[config.mk]
export PLATFORM = sky130hd
export DESIGN_NAME = cdc_in_arbiter
export DESIGN_NICKNAME = d
export VERILOG_FILES = /design/src/rtl/cdc_in_arbiter.sv
export SDC_FILE = /design/constraint.sdc
export NUM_CORES = 1
export LEC_CHECK = 0
export ABC_AREA = 1
export CORE_MARGIN = 1.5
export CORE_UTILIZATION = 40
export CTS_BUF_LIST = sky130_fd_sc_hd__clkbuf_16
export CTS_CLUSTER_SIZE = 25
export DETAILED_ROUTE_END_ITERATION = 10
export PLACE_DENSITY = 0.83
export SYNTH_ARGS = -nofsm -noshare
export SYNTH_HDL_FRONTEND = slang
export SYNTH_SLANG_ARGS = --single-unit
export TNS_END_PERCENT = 5
[constraint.sdc]
create_clock -name clk_i -period 2.8 [get_ports clk_i]
set_input_delay 0.42 -clock clk_i [delete_from_list [all_inputs] [get_ports clk_i]]
set_output_delay 0.42 -clock clk_i [all_outputs]
set_load 0.01 [all_outputs]
[src/rtl/cdc_in_arbiter.sv]
// cdc_in_arbiter: round-robin arbiter that shares the single usb_cdc IN byte
// stream between N_REQ application byte sources. Each grant carries at most
// BURST_LEN bytes, which maps one burst onto one IN bulk packet.
//
// Optional feature: define CDC_ARB_LOCK_EN to add lock_i. A locked requester
// keeps its grant past BURST_LEN bytes until it drops valid, so a message
// spanning several packets is not interleaved with other sources.
module cdc_in_arbiter #(
  parameter int N_REQ     = 2,
  parameter int BURST_LEN = 8
) (
  input  logic                 clk_i,
  input  logic                 rstn_i,
  input  logic [8*N_REQ-1:0]   req_data_i,
  input  logic [N_REQ-1:0]     req_valid_i,
  output logic [N_REQ-1:0]     req_ready_o,
`ifdef CDC_ARB_LOCK_EN
  input  logic [N_REQ-1:0]     lock_i,
`endif
  output logic [7:0]           in_data_o,
  output logic                 in_valid_o,
  input  logic                 in_ready_i,
  output logic [N_REQ-1:0]     grant_o,
  output logic                 busy_o
);

  localparam int IDX_W = (N_REQ > 1) ? $clog2(N_REQ) : 1;
  localparam int CNT_W = $clog2(BURST_LEN + 1);

  localparam logic [IDX_W-1:0] LAST_RST = IDX_W'(N_REQ - 1);
  localparam logic [CNT_W-1:0] CNT_MAX  = CNT_W'(BURST_LEN);

  typedef enum logic {
    IDLE = 1'b0,
    XFER = 1'b1
  } state_t;

  state_t            state;
  // Most recently granted requester; while in XFER it is also the granted index.
  logic [IDX_W-1:0]  last;
  logic [CNT_W-1:0]  cnt;

  logic [IDX_W-1:0]  sel;
  logic              sel_vld;
  logic [IDX_W-1:0]  idx;

  logic              hs;
  logic              lock_g;
  logic [CNT_W-1:0]  cnt_nxt;
  logic              burst_done;
  logic              rel;

  // Byte counter increment that holds at BURST_LEN. Only a locked burst can
  // keep handshaking once BURST_LEN is reached, and it must not wrap.
  function automatic logic [CNT_W-1:0] sat_inc(input logic [CNT_W-1:0] c);
    logic [CNT_W-1:0] r;
    if (c >= CNT_MAX) begin
      r = CNT_MAX;
    end else begin
      r = c + CNT_W'(1);
    end
    return r;
  endfunction

  // One-hot decode of a requester index into a grant vector.
  function automatic logic [N_REQ-1:0] onehot(input logic [IDX_W-1:0] i);
    logic [N_REQ-1:0] r;
    r = '0;
    r[i] = 1'b1;
    return r;
  endfunction

`ifdef CDC_ARB_LOCK_EN
  assign lock_g = lock_i[last];
`else
  assign lock_g = 1'b0;
`endif

  // Round-robin search: the first valid requester after the last grant wins.
  always_comb begin
    sel     = last;
    sel_vld = 1'b0;
    idx     = '0;
    for (int i = 1; i <= N_REQ; i++) begin
      idx = IDX_W'((int'(last) + i) % N_REQ);
      if (!sel_vld && req_valid_i[idx]) begin
        sel     = idx;
        sel_vld = 1'b1;
      end
    end
  end

  // A byte is accepted only when the granted source is valid and usb_cdc is ready.
  assign hs         = (state == XFER) & req_valid_i[last] & in_ready_i;
  assign cnt_nxt    = sat_inc(cnt);
  // The byte that fills the burst ends the grant unless the source holds its lock.
  assign burst_done = hs & (cnt_nxt == CNT_MAX) & ~lock_g;
  // A source that drops valid gives up the rest of its burst.
  assign rel        = (state == XFER) & (~req_valid_i[last] | burst_done);

  // Zero-latency pass-through of the granted source; everything is quiet in IDLE.
  always_comb begin
    in_data_o   = '0;
    in_valid_o  = 1'b0;
    req_ready_o = '0;
    if (state == XFER) begin
      in_data_o         = req_data_i[{last, 3'b000} +: 8];
      in_valid_o        = req_valid_i[last];
      req_ready_o[last] = in_ready_i;
    end
  end

  // Grant FSM: arbitrate in IDLE, count bytes in XFER, drop back on release.
  always_ff @(posedge clk_i or negedge rstn_i) begin
    if (!rstn_i) begin
      state   <= IDLE;
      grant_o <= '0;
      busy_o  <= 1'b0;
      last    <= LAST_RST;
      cnt     <= '0;
    end else begin
      case (state)
        IDLE: begin
          if (sel_vld) begin
            state   <= XFER;
            grant_o <= onehot(sel);
            busy_o  <= 1'b1;
            last    <= sel;
            cnt     <= '0;
          end
        end
        XFER: begin
          if (rel) begin
            state   <= IDLE;
            grant_o <= '0;
            busy_o  <= 1'b0;
            cnt     <= '0;
          end else if (hs) begin
            cnt <= cnt_nxt;
          end
        end
        default: begin
          state   <= IDLE;
          grant_o <= '0;
          busy_o  <= 1'b0;
          cnt     <= '0;
        end
      endcase
    end
  end

endmodule

==> flow_summary.json, run 1 <==
{
  "status": "complete, no violations",
  "worstSetupEndpointType": "output port",
  "syn_area_um2": 631,
  "highest_layer": "met4",
  "synthArstFlopShare": 1.00,
  "syn-num-nets": 118,
  "synth_cells": 95,
  "numPortBuffers": 34,
  "ctsResizeCount": 0,
  "worstSetupPathType": "in -> out",
  "fin_crit_sh": 0.852,
  "yosysUniqueCellTypes": 21,
  "grt_overflow": 0,
  "final_cell_mix": "37 x nand2_1, 34 x clkdlybuf4s50_1, 13 x inv_1",
  "hold_path.class": "in -> async",
  "grt_max_degree": 13,
  "num_rows": 14,
  "rsz0062_at_grt": "no",
  "powerDensity_nw_per_um2": 933,
  "nets": 154,
  "drt-initial-drc-count": 6,
  "dr_wl_met2_um": 776,
  "die_x_um": 42.7,
  "vias": 728,
  "vdd_ir_drop_max_mv": 0.884,
  "worst_pin_slew_ns": 0.413,
  "clk_latency_ns": 0.24,
  "multi_input_area_um2": 335,
  "p_leak_nw": 0.504,
  "viasPerCell": 4.99,
  "synth_edf_count": 0,
  "synth-main-ff-cell": "dfrtp_1",
  "antenna_found_initial": 0,
  "skew_ns": 0.00267,
  "diodes": 0,
  "grt_pass1_wl_um": 2860,
  "place_ws_ns": 0.465,
  "first_pass_iters": 4,
  "h-tree-depth": 1,
  "finalWorstSetupSlack_ns": 0.413,
  "synth-seq-cells": 9,
  "dp_hpwl_um": 1220,
  "drc_errors": 0,
  "cts_num_sinks": 9,
  "max-slew-margin-rel": 0.724,
  "wl_per_cell_um": 11.5,
  "period_needed_ns": 2.39,
  "cts_tree": "yes",
  "final_common_cell": "nand2_1",
  "area_growth_pct": 66.5,
  "grt_pass1_vias": 650,
  "cts_buffers": 3,
  "routed_wl_um": 1680,
  "die-height_um": 42.7,
  "cts_root_buf": "clkbuf_16",
  "seqCellArea_um2": 226,
  "clk_pin_slew_ns": 0.04,
  "post-cts-setup-buffers": 0,
  "routabilityCongestion": 0.775,
  "cap_violations": 0,
  "finalSetupTns_ns": 0,
  "met1Wirelength_um": 705,
  "synth_seq_area_share": 0.359,
  "crit_arrival_ns": 1.97,
  "fillers": 131,
  "final-hold-violation-count": 0,
  "met3WireLength_um": 157,
  "synth_warnings": 0,
  "ant_nets": 0,
  "fmax_mhz": 419,
  "drive_above_1_share": 0.0615,
  "cts_hold_buf": 0,
  "setup_viol": 0,
  "grt_use_total": 0.215,
  "final_max_slew_viol_count": 0,
  "dieArea_um2": 1820,
  "synth.avg_cell_area_um2": 6.64,
  "cts_max_path_buffers": 2,
  "worstPathRequired_ns": 2.38,
  "start_kind": "input pin",
  "io_pins": 35,
  "coreArea_um2": 1490,
  "initial_utilization": 0.424,
  "crit_path_max_fanout": 5
}
[final timing paths]
kind	startpoint	end	slack, ns	depth (start not counted)
setup / recovery	req_valid_i[0]	in_valid_o	0.41	6
hold / removal	rstn_i	cnt[2]$_DFFE_PN0P_	0.49	1
setup reg to reg	cnt[0]$_DFFE_PN0P_	grant_o[0]$_DFFE_PN0P_	1.19	10
hold reg to reg	cnt[3]$_DFFE_PN0P_	cnt[3]$_DFFE_PN0P_	0.52	2
max in group asynchronous	rstn_i	last$_DFFE_PN1P_	1.99	1
min in group clk_i	cnt[3]$_DFFE_PN0P_	cnt[3]$_DFFE_PN0P_	0.52	2
[kinds of logic (layout without fill, tap and decap cells)]
family / Yosys count / count (layout) / share of synthesized area
AND/OR/NAND/NOR: 53 / 53 / 0.357
buffers and inverters: 16 / 51 / 0.109
AO/OA/AOI/OAI: 15 / 15 / 0.135
flip-flops: 9 / 9 / 0.359
adder cells (fa/ha/maj): 2 / 2 / 0.0397
[cell type report]
type,instances,area share
clock buffer,3,0.0715
inverter,13,0.0465
sequential,9,0.216
tap,16,0.0191
multi-input combinational,70,0.319
timing repair buffer,34,0.324
clock inverter,1,0.00358
[state kept, by name, summed over array words and instances (netlist names)]
register	count
cnt	4
last	1
busy_o	1
grant_o	2
state	1
[routing by layer]
| metal | track usage | vias to the layer above |
|---|---|---|
| met5 | 0 | - |
| li1 | - | 370 |
| met1 | 0.259 | 324 |
| met3 | 0.0681 | 4 |
| met4 | 0.131 | 0 |
| met2 | 0.330 | 30 |
[cell usage after synthesis (2+ instances only)]
cell type | count | share of area
nand4_1 | 3 | 0.030
dfrtp_1 | 8 | 0.32
nor3_1 | 2 | 0.016
nand2_1 | 37 | 0.22
nand3_1 | 4 | 0.032
o21ai_1 | 2 | 0.016
ha_1 | 2 | 0.040
a21oi_1 | 10 | 0.079
nor2_1 | 4 | 0.024
inv_1 | 12 | 0.071
[report_power, final]
part           switching, mW  internal (mW)  total (mW)
Sequential            0.0538          0.180       0.234
Combinational          0.252          0.245       0.497
Clock                 0.0616          0.186       0.248
[stage by stage]
| step | power [mW] | cells | utilization | instance area (µm²) | hold WS [ns] |
|---|---|---|---|---|---|
| final | 0.979 | 146 | 0.705 | 1050 | 0.488 |
| after global routing | 1.06 | 146 | 0.705 | 1050 | 0.530 |
| after CTS | 0.988 | 146 | 0.705 | 1050 | 0.498 |
| after detailed placement | 0.725 | 142 | 0.652 | 971 | 0.511 |
| after global placement | 0.716 | 142 | 0.652 | 971 | 0.501 |
| after floorplan | 0.505 | 95 | - | 631 | 0.124 |
[critical path, stage by stage]
cell and delay, ns:
clkdlybuf4s50_1 0.48, inv_1 0.06, o21ai_1 0.16, nand2_1 0.12, inv_1 0.15, clkdlybuf4s50_1 0.56
Power figures use the tool's default switching activity.
==> run 2: changes to the inputs <==
--- a/config.mk
+++ b/config.mk
@@ -15,4 +15,4 @@
 export SYNTH_ARGS = -nofsm -noshare
 export SYNTH_HDL_FRONTEND = slang
 export SYNTH_SLANG_ARGS = --single-unit
-export TNS_END_PERCENT = 5
+export TNS_END_PERCENT = 50
==> results of run 2 <==
Final layout, timing and power as in run 1 (identical DEF).
